$ cat src/rtl/ws2812b_meter_scheduler.sv
// Frame scheduler for the WS2812B VU meter: tracks per-frame peak level, scales it to an
// LED count with release decay and peak-hold, then hands the frame to the strip driver.
module ws2812b_meter_scheduler #(
    parameter int          LEVEL_W      = 8,
    parameter logic [15:0] FRAME_CYCLES = 16'd50000,
    parameter int          DECAY        = 2,
    parameter int          HOLD_FRAMES  = 3
) (
    input  logic               clk,
    input  logic               reset,
    input  logic               run,
    input  logic               level_valid,
    input  logic [LEVEL_W-1:0] level,
    output logic               level_ready,
    input  logic [15:0]        maxCount,
    output logic               meter_enable,
    output logic               meter_start,
    input  logic               meter_done,
    output logic [15:0]        onCount,
    output logic [15:0]        peakIndex,
    output logic               overrun
);

    localparam int          PROD_W  = LEVEL_W + 17;
    localparam int          HOLD_W  = (HOLD_FRAMES > 0) ? $clog2(HOLD_FRAMES + 1) : 1;
    localparam logic [15:0] DECAY_V = 16'(DECAY);

    typedef enum logic [2:0] {
        IDLE,
        ACCUM,
        SCALE,
        UPDATE,
        START,
        WAIT_DONE
    } state_t;

    state_t              state;
    logic [15:0]         frame_cnt;
    logic [LEVEL_W-1:0]  acc;
    logic [LEVEL_W-1:0]  pk;
    logic [15:0]         scaled;
    logic [15:0]         max_lat;
    logic [HOLD_W-1:0]   hold_cnt;

    logic                tick;
    logic [LEVEL_W-1:0]  acc_upd;
    logic [LEVEL_W-1:0]  acc_fresh;
    logic [PROD_W-1:0]   prod;
    logic [PROD_W-1:0]   shifted;
    logic [15:0]         scaled_next;
    logic [15:0]         on_dec;
    logic [15:0]         on_next;
    logic [15:0]         peak_next;
    logic [HOLD_W-1:0]   hold_next;

    assign level_ready = ~reset;
    assign tick        = (state != IDLE) && (frame_cnt == 16'd0);
    assign acc_upd     = (level_valid && (level > acc)) ? level : acc;
    // The sample arriving on the tick cycle opens the next frame's peak.
    assign acc_fresh   = level_valid ? level : '0;

    always_comb begin
        // NOTE: every variable gets a default first so no path can infer a latch.
        prod        = PROD_W'(pk) * PROD_W'({1'b0, maxCount} + 17'd1);
        shifted     = prod >> LEVEL_W;
        scaled_next = (shifted > PROD_W'(maxCount)) ? maxCount : shifted[15:0];

        on_dec  = (onCount > DECAY_V) ? onCount - DECAY_V : 16'd0;
        on_next = (scaled >= onCount) ? scaled : ((scaled > on_dec) ? scaled : on_dec);
        if (on_next > max_lat)
            on_next = max_lat;

        peak_next = peakIndex;
        hold_next = hold_cnt;
        if (on_next >= peakIndex) begin
            peak_next = on_next;
            hold_next = HOLD_W'(HOLD_FRAMES);
        end else if (hold_cnt != '0) begin
            hold_next = hold_cnt - 1'b1;
        end else begin
            // peakIndex > on_next here, so the decrement cannot wrap.
            peak_next = ((peakIndex - 16'd1) > on_next) ? peakIndex - 16'd1 : on_next;
        end
        if (peak_next > max_lat)
            peak_next = max_lat;
    end

    // NOTE: sequential state uses non-blocking assignments only; async reset clears every register.
    always_ff @(posedge clk or posedge reset) begin
        if (reset) begin
            state        <= IDLE;
            frame_cnt    <= FRAME_CYCLES - 16'd1;
            acc          <= '0;
            pk           <= '0;
            scaled       <= 16'd0;
            max_lat      <= 16'd0;
            hold_cnt     <= '0;
            onCount      <= 16'd0;
            peakIndex    <= 16'd0;
            overrun      <= 1'b0;
            meter_enable <= 1'b0;
            meter_start  <= 1'b0;
        end else begin
            meter_start <= 1'b0;

            if (state == IDLE || tick)
                frame_cnt <= FRAME_CYCLES - 16'd1;
            else
                frame_cnt <= frame_cnt - 16'd1;

            if (state == IDLE)
                acc <= '0;
            else
                acc <= acc_upd;

            case (state)
                IDLE: begin
                    if (run) begin
                        state        <= ACCUM;
                        meter_enable <= 1'b1;
                    end
                end
                ACCUM: begin
                    if (tick) begin
                        pk    <= acc;
                        acc   <= acc_fresh;
                        state <= SCALE;
                    end else if (!run) begin
                        state        <= IDLE;
                        meter_enable <= 1'b0;
                    end
                end
                SCALE: begin
                    scaled  <= scaled_next;
                    max_lat <= maxCount;
                    state   <= UPDATE;
                end
                UPDATE: begin
                    onCount     <= on_next;
                    peakIndex   <= peak_next;
                    hold_cnt    <= hold_next;
                    meter_start <= 1'b1;
                    state       <= START;
                end
                START: begin
                    state <= WAIT_DONE;
                end
                WAIT_DONE: begin
                    if (meter_done) begin
                        if (tick) begin
                            pk    <= acc;
                            acc   <= acc_fresh;
                            state <= SCALE;
                        end else if (run) begin
                            state <= ACCUM;
                        end else begin
                            state        <= IDLE;
                            meter_enable <= 1'b0;
                        end
                    end else if (tick) begin
                        // Driver still busy: skip this frame and keep accumulating.
                        overrun <= 1'b1;
                    end
                end
                default: begin
                    state        <= IDLE;
                    meter_enable <= 1'b0;
                end
            endcase
        end
    end

endmodule
$ cat config.mk
export PLATFORM = sky130hd
export DESIGN_NAME = ws2812b_meter_scheduler
export DESIGN_NICKNAME = d
export VERILOG_FILES = /design/src/rtl/ws2812b_meter_scheduler.sv
export SDC_FILE = /design/constraint.sdc
export NUM_CORES = 1
export LEC_CHECK = 0
export BUFFER_PORTS_ARGS = -buffer_cell sky130_fd_sc_hd__buf_2
export CAP_MARGIN = 5
export CORE_ASPECT_RATIO = 1.1
export CORE_MARGIN = 1.5
export CORE_UTILIZATION = 30
export CTS_CLUSTER_SIZE = 24
export DETAILED_ROUTE_END_ITERATION = 8
export GPL_TIMING_DRIVEN = 0
export PLACE_DENSITY_LB_ADDON = 0.05
export SLEW_MARGIN = 15
export SYNTH_ARGS = -nofsm -noshare
export SYNTH_HDL_FRONTEND = slang
export SYNTH_SLANG_ARGS = --single-unit
$ cat constraint.sdc
create_clock -name clk -period 10.67 [get_ports clk]
set_clock_uncertainty 0.2 [all_clocks]
set_input_delay 0.5335 -clock clk [delete_from_list [all_inputs] [get_ports clk]]
set_output_delay 0.5335 -clock clk [all_outputs]
set_load 0.05 [all_outputs]
==> qor.yml, run 1 <==
yosys:
  synthesis.nets: 1769
  synth_flop_cell: "dfrtp_1"
  avgSynthCellArea_um2: 8.52
  synth_edf_count: 0
  synth_area_leaders: "dfrtp_1 19%, ha_1 16%, fa_1 14%"
  async_reset_ff_share_pct: 100
  ys_seq_area_share_pct: 20.6
  syn_inst: 1486
  yosysTopAreaCellShare_pct: 18.8
  ys_ff_latch: 104
  synth_top_cell_by_area: "dfrtp_1"
  synth_area_um2: 12700
  yosysWarningCount: 0
  synth_cell_type_count: 64
sta:
  hold_violations: 0
  setup_viol: 0
  tightest_slew_ns: 1.06
  rsz0062_at_grt: "true"
  drv_slew: 0
  period_share_pct: 98.2
  fmaxAchievable_mhz: 95.4
  slew_headroom_pct: 28.9
  fin_crit_ns: 10.48
setup_path:
  cpPeakStageDelay_ns: 0.61
  required_ns: 10.72
  startpoint_type: "register"
  worst-r2r-cell-count: 45
  crit_start: "onCount[7]"
  end_kind: "register"
  path_max_fanout: 10
  timing.reg2reg.setup_slack_ns: 0.19
  cp_slowest_cell: "or4_4"
  worstReg2RegEnd: "peakIndex[1]"
  critical_path_class: "register to register"
  endpoint: "peakIndex[1]"
  r2r_start: "onCount[7]"
  crit_arrival_ns: 10.53
  crit_path_frequent_cell: "nand4_1"
cells_and_area:
  layout-drive-gt1-share_pct: 16.3
  multiInputGateArea_um2: 9680
  area_growth_syn_to_layout_pct: 18.7
  layout_common_cells: "197 x inv_1, 188 x nand2_1, 154 x ha_1"
  final_area_um2: 15000
  nets: 1886
  diodes: 0
  nFillCells: 4347
  final-seq-area_um2: 2620
  layout_commonest_cell: "inv_1"
clock_network:
  cts.clk_slew.worst_paths_ns: 0.08
  cts_max_level: 3
  clock-root-buffer: "clkbuf_16"
  cts_tree: "built"
  clock-sinks: 104
  cts_made_buffers: 9
  clockBufferDepth: 2
  insertion_delay_ns: 0.40
drt:
  drcViolationCount: 0
  drt_first_pass_iters: 4
  via_count: 10700
  via_per_inst: 4.94
  wire_per_inst_um: 19.5
  finalWirelength_um: 42300
  drt_iter0_drc: 487
  ant_nets: 0
placed_design:
  gp_congestion: 0.835
  portBuffers: 63
  placed_area_um2: 13700
  place_hpwl_um: 33700
grt:
  grt_max_degree: 68
  grt_pass1_wl_um: 65800
  antenna_found_initial: 0
  grt_pass1_vias: 11200
  grt_overflow: 0
  grt_use_total_pct: 20.2
die:
  dieArea_um2: 43400
  die_height_um: 218
  fp.dieW_um: 199
  core_area_um2: 41500
  initial_utilization_pct: 30.5
  num_rows: 78
  pin_count: 65
hold_path:
  hp-class: "input port to register"
  hold_depth: 2
run_status:
  outcome: "finished, final reports clean"
job:
  maxCapViolations: 0
repair_timing:
item / CTS / global route
resized for setup: 73 / 80
setup buffers: 18 / 22
endpoints found under the hold margin: 32 / 0
endpoints found under the setup margin: 16 / 16
cloned: 1 / 1
pin swaps: 19 / 35
hold buffers: 1 / 0
through the flow:
stage | setup WS [ns] | utilization, % | TNS (ns) | hold slack [ns] | cells
6_report | 0.189 | 36.2 | 0 | 0.181 | 2168
5_1_grt | -0.165 | 36.2 | -1.46 | 0.188 | 2168
4_1_cts | 0.00463 | 34.9 | 0 | 0.161 | 2146
3_5_place_dp | -2.82 | 33.1 | -41.87 | 0.243 | 2111
3_3_place_gp | -3.35 | 33.0 | -50.23 | 0.239 | 2109
2_1_floorplan | 0.0306 | - | 0 | 0.229 | 1486
sequential cells by signal (all words and copies together) (netlist names):
register	cells
acc	8
onCount	16
peakIndex	16
state	3
hold_cnt	2
overrun	1
frame_cnt	16
meter_enable	1
max_lat	16
pk	8
scaled	16
meter_start	1
layer usage:
metal,track usage (%),routed length [um],up-vias
met5,0,0,-
met4,6.21,846,0
met3,1.17,849,39
met2,36.9,21900,156
met1,25.2,18600,5253
li1,-,-,5270
cells in the mapped netlist (9+ instances only):
master / n
a21o_1: 25
a21oi_1: 55
a31oi_1: 10
and2_1: 53
and3_1: 10
clkbuf_1: 39
dfrtp_1: 95
dfstp_2: 9
fa_1: 89
ha_1: 165
inv_1: 207
mux2_2: 18
mux2i_1: 34
nand2_1: 190
nand2b_1: 10
nand3_1: 42
nand4_1: 26
nor2_1: 54
nor2b_1: 19
nor3_1: 32
o21a_1: 9
o21ai_0: 94
o31ai_1: 12
or3_1: 10
xnor2_1: 60
xor2_1: 14
critical path: cells and delay by family, from the launching register on:
| family | cells | cell delay [ns] |
|---|---|---|
| compound gates | 15 | 2.99 |
| xor+xnor | 1 | 0.12 |
| buf+inv | 6 | 0.94 |
| mux | 3 | 0.97 |
| fa+ha+maj | 4 | 0.96 |
| flops | 1 | 0.42 |
| simple gates | 16 | 3.71 |
how the worst min path moves through the flow:
stage / from / endpoint / slack (ns)
after global placement: frame_cnt[0] / frame_cnt[0] / 0.24
after CTS: level[1] / acc[1] / 0.16
after global routing: level[1] / acc[1] / 0.19
final: level[1] / acc[1] / 0.18
after floorplan: frame_cnt[0] / frame_cnt[0] / 0.23
after detailed placement: overrun / overrun / 0.24
final cells by class:
cell class	count	share of cell area [%]
clock inverters	6	0.350
multi-input cells	1131	64.4
flip-flops and latches	104	17.4
well taps	560	4.66
repair buffers	107	4.73
inverters	207	5.32
plain buffers	43	1.50
clock buffers	10	1.59
logic make-up (layout without fill, tap and decap cells):
group | after synthesis | in the layout | synth area share [%]
XOR/XNOR | 74 | 74 | 5.12
adder cells (fa/ha/maj) | 254 | 254 | 30.4
AND/OR/NAND/NOR | 472 | 472 | 18.0
AO/OA/AOI/OAI | 278 | 278 | 13.9
flip-flops | 104 | 104 | 20.6
buffers and inverters | 251 | 373 | 7.58
multiplexers | 53 | 53 | 4.41
Power of run 1 is left out: the tool's default activity adds up to more than one toggle a clock period on the data nets, which glitch-free logic cannot reach.
==> run 2, diff against run 1 <==
==> constraint.sdc (replaced) <==
create_clock -name clk -period 10.67 [get_ports clk]
set_clock_uncertainty 0.2 [all_clocks]
set_input_delay 0 -clock clk [delete_from_list [all_inputs] [get_ports clk]]
set_output_delay 0 -clock clk [all_outputs]
set_load 0.05 [all_outputs]
==> run 2 against run 1 <==
Net effect: non-clock buffer count grew 27; critical path type unchanged; global-route usage grew 0.11 points; flip-flop and latch count is the same; die area is the same; hold slack lost 0.12 ns; wire length grew 0.62%; highest routed layer unchanged; largest cell class unchanged; utilization grew 0.65 points; via count grew 1.2%.
==> qor.yml, run 2 (same netlist as run 1, synthesis figures left out) <==
sta:
  slew_headroom_pct: 29.4
  hold_slack_ns: 0.0621
  fin_crit_ns: 10.50
  hold_violations: 0
  rsz0062_at_grt: "true"
  tightest_slew_ns: 1.05
  drv_slew: 0
  period_share_pct: 98.4
  postLayoutSetupSlackWorst_ns: 0.168
  fmaxAchievable_mhz: 95.2
  setup_viol: 0
placed_design:
  place_hpwl_um: 33700
  dp.cells: 2111
  post-place-ws_ns: -2.82
  gp_congestion: 0.835
  portBuffers: 63
grt:
  grt_max_degree: 68
  grt_use_total_pct: 20.3
  grt_pass1_vias: 11400
  antenna_found_initial: 0
  grt_overflow: 0
  grt_pass1_wl_um: 66300
setup_path:
  critical_path_class: "register to register"
  end_kind: "register"
  cpPeakStageDelay_ns: 0.62
  crit_arrival_ns: 10.55
  cp_slowest_cell: "or4_4"
  path_max_fanout: 10
  startpoint_type: "register"
  required_ns: 10.72
clock_network:
  clock-sinks: 104
  cts.clk_slew.worst_paths_ns: 0.08
  cts_made_buffers: 9
  clockBufferDepth: 2
  insertion_delay_ns: 0.40
  clock-root-buffer: "clkbuf_16"
  cts_max_level: 3
  cts_tree: "built"
cells_and_area:
  area_growth_syn_to_layout_pct: 20.8
  nets: 1913
  nFillCells: 4336
  diodes: 0
  layout_commonest_cell: "inv_1"
  layout-drive-gt1-share_pct: 16.0
  layout.cells.non_filler: 2195
  layout_common_cells: "197 x inv_1, 188 x nand2_1, 154 x ha_1"
die:
  fp.dieW_um: 199
  core_area_um2: 41500
  pin_count: 65
  dieArea_um2: 43400
  initial_utilization_pct: 30.5
  num_rows: 78
  die_height_um: 218
drt:
  via_count: 10800
  finalWirelength_um: 42500
  ant_nets: 0
  drt_first_pass_iters: 5
  via_per_inst: 4.94
  wire_per_inst_um: 19.4
  drt_iter0_drc: 526
  drcViolationCount: 0
job:
  maxCapViolations: 0
hold_path:
  hp-class: "input port to register"
run_status:
  outcome: "finished, final reports clean"
## run 2: final cells by class
cell class | instances | area [um^2] | share of cell area, %
Multi-Input combinational cell | 1131 | 9680 | 63.3
Sequential cell | 104 | 2620 | 17.1
Timing Repair Buffer | 134 | 981 | 6.41
Inverter | 207 | 800 | 5.23
Tap cell | 560 | 701 | 4.58
Clock buffer | 10 | 239 | 1.56
Buffer | 43 | 225 | 1.47
Clock inverter | 6 | 52.6 | 0.344
## run 2: metrics by stage
stage	TNS [ns]	instance area, um^2	util (%)
floorplan	0	12700	-
global placement	-50.23	13700	33.0
detailed placement	-41.87	13700	33.1
CTS	0	14800	35.6
global route	-1.46	15300	36.9
finish	0	15300	36.9
## run 2: critical path: cells and delay by family, from the launching register on
family                   cells  cell delay (ns)
multiplexers                 3             0.97
adder cells (fa/ha/maj)      4             1.09
buffers and inverters        7             1.14
AND/OR/NAND/NOR             14             3.15
AO/OA/AOI/OAI               16             3.37
flip-flops                   1             0.42
## run 2: repair_timing
action | CTS | global route
hold buffers | 28 | 0
gates resized for setup | 73 | 80
pin swaps | 19 | 35
endpoints found under the hold margin | 143 | 0
setup endpoints to repair | 16 | 16
buffers inserted | 18 | 22
gates cloned | 1 | 1
## run 2: layer usage
layer | global-route usage (%) | vias up | part of all wire (%)
met5 | 0 | - | 0
met4 | 6.21 | 0 | 2.0
met3 | 1.10 | 38 | 1.9
met2 | 37.2 | 165 | 52
met1 | 25.4 | 5327 | 44
li1 | - | 5319 | -
## run 2: final timing paths
path,endpoint,depth (start not counted),startpoint,slack (ns)
max in group asynchronous,onCount[7],5,reset,9.00
min in group asynchronous,meter_start,4,reset,0.55
setup reg to reg,peakIndex[1],44,onCount[7],0.17
hold reg to reg,overrun,1,overrun,0.25
hold / removal,acc[5],4,level_valid,0.06
setup / recovery,peakIndex[1],44,onCount[7],0.17
Power of run 2 is left out for the same reason.
==> run 3, diff against run 2 <==
CORE_UTILIZATION = 58   (was 30)
==> run 3 against run 2 <==
Net effect: cell count down 13%; sequential share of layout area up 0.57 points; utilization up 32 points; global-route usage up 13 points; via count up 3.6%; die area down 48%; non-clock buffer count down 5; wire length down 12%; cell area down 3.3%; critical path depth up 1; hold slack worse by 0.0022 ns; largest cell class unchanged; register-to-register slack about the same.
==> qor.yml, run 3 (same netlist as run 1, synthesis figures left out) <==
clock_network:
  cts.clk_slew.worst_paths_ns: 0.09
  clockBufferDepth: 2
  clock-root-buffer: "clkbuf_16"
  cts_tree: "built"
  cts_max_level: 3
  insertion_delay_ns: 0.37
  cts_made_buffers: 9
  clock-sinks: 104
sta:
  fmaxAchievable_mhz: 95.3
  drv_slew: 0
  setup_viol: 0
  fin_crit_ns: 10.49
  hold_violations: 0
  tightest_slew_ns: 0.973
  period_share_pct: 98.4
  slew_headroom_pct: 34.6
setup_path:
  end_kind: "register"
  path_delay_family: "compound AO/OA/AOI/OAI gates"
  startpoint_type: "register"
  worstSetupPathDepth: 45
  path_max_fanout: 9
  required_ns: 10.73
  crit_arrival_ns: 10.55
  cp_slowest_cell: "or4_4"
  critical_path_class: "register to register"
  crit_buf_inv: 7
  worst-r2r-cell-count: 45
  cpPeakStageDelay_ns: 0.58
drt:
  drt_iter0_drc: 696
  finalWirelength_um: 37400
  ant_nets: 0
  drcViolationCount: 0
  via_per_inst: 5.86
  drt_first_pass_iters: 5
  wire_per_inst_um: 19.5
  via_count: 11200
die:
  pin_count: 65
  die_height_um: 158
  fp.dieW_um: 144
  dieArea_um2: 22700
  core_area_um2: 21400
  num_rows: 56
  initial_utilization_pct: 59.2
cells_and_area:
  layout_common_cells: "198 x inv_1, 189 x nand2_1, 158 x ha_1"
  nFillCells: 1740
  area_growth_syn_to_layout_pct: 16.8
  layout_commonest_cell: "inv_1"
  final_area_um2: 14800
  layout-drive-gt1-share_pct: 14.2
  nets: 1908
  diodes: 0
grt:
  top_usage_layer: "met2"
  antenna_found_initial: 0
  grt_use_total_pct: 33.5
  grtUsageMet3_pct: 3.15
  grt_max_degree: 83
  grt_use_met1_pct: 41.1
  grt_use_met2_pct: 57.7
  grt_overflow: 0
  grt_pass1_wl_um: 58400
  grt_pass1_vias: 11400
placed_design:
  portBuffers: 63
  gp_congestion: 0.972
  placed_area_um2: 13400
  place_hpwl_um: 29100
hold_path:
  hold_depth: 4
  hp-class: "input port to register"
job:
  maxCapViolations: 0
run_status:
  outcome: "finished, final reports clean"
run 3: changes by cell type in the layout (fill, tap and decap cells not counted), sizes merged:
| cell | previous run | this run |
|---|---|---|
| clkbuf | 49 | 46 |
| inv | 208 | 209 |
| buf | 110 | 107 |
| clkinv | 3 | 4 |
| clkinvlp | 2 | 1 |
run 3: timing repair:
action | CTS | global route
endpoints found under the setup margin | 16 | 16
gates cloned | 0 | 1
hold buffers | 28 | 0
pin swaps | 10 | 26
buffers inserted | 8 | 28
endpoints found under the hold margin | 139 | 0
gates resized for setup | 48 | 75
run 3: worst paths after layout:
kind	startpoint	end	slack [ns]
max	onCount[8]	peakIndex[0]	0.18
min	level_valid	acc[3]	0.06
max reg2reg	onCount[8]	peakIndex[0]	0.18
min reg2reg	overrun	overrun	0.26
max in group asynchronous	reset	frame_cnt[2]	9.07
min in group asynchronous	reset	onCount[2]	0.52
run 3: worst register-to-register path, delay by kind of cell, from the launching register on:
kind / cells / cell delay [ns]
AOI/OAI and AO/OA: 15 / 3.70
xor gates and xnor gates: 1 / 0.13
adders and majority gates: 4 / 1.19
buffers and inverters: 7 / 1.02
DFF: 1 / 0.44
muxes: 2 / 0.61
and+or+nand+nor: 16 / 3.10
run 3: final cells by class:
cell class              count  area, um^2  share of cell area, %
clock inverters             7        91.3                  0.618
flip-flops and latches    104        2620                   17.7
repair buffers            129         930                   6.29
plain buffers              43         213                   1.44
well taps                 290         363                   2.45
multi-input cells        1131        9540                   64.5
clock buffers               9         225                   1.52
inverters                 207         811                   5.48
run 3: per-layer routing:
metal  share of wire (%)  up-vias
met5                   0        -
met4                 6.6        0
met3                 5.6      122
met2                  48      428
met1                  40     5377
li1                    -     5315
run 3: per-stage QoR:
| stage | utilization (%) | hold slack, ns | setup WS, ns | setup TNS (ns) | std cells |
|---|---|---|---|---|---|
| after detailed placement | 62.6 | -0.235 | -2.21 | -33.17 | 1840 |
| final | 69.2 | 0.0599 | 0.176 | 0 | 1920 |
| after CTS | 66.6 | 0.0487 | 0.00916 | 0 | 1891 |
| after global routing | 69.2 | 0.103 | -0.0893 | -0.517 | 1920 |
| after floorplan | - | -0.0832 | 0.0306 | 0 | 1486 |
| after global placement | 62.4 | 0.0362 | -2.17 | -32.76 | 1839 |
Power of run 3 is left out for the same reason.
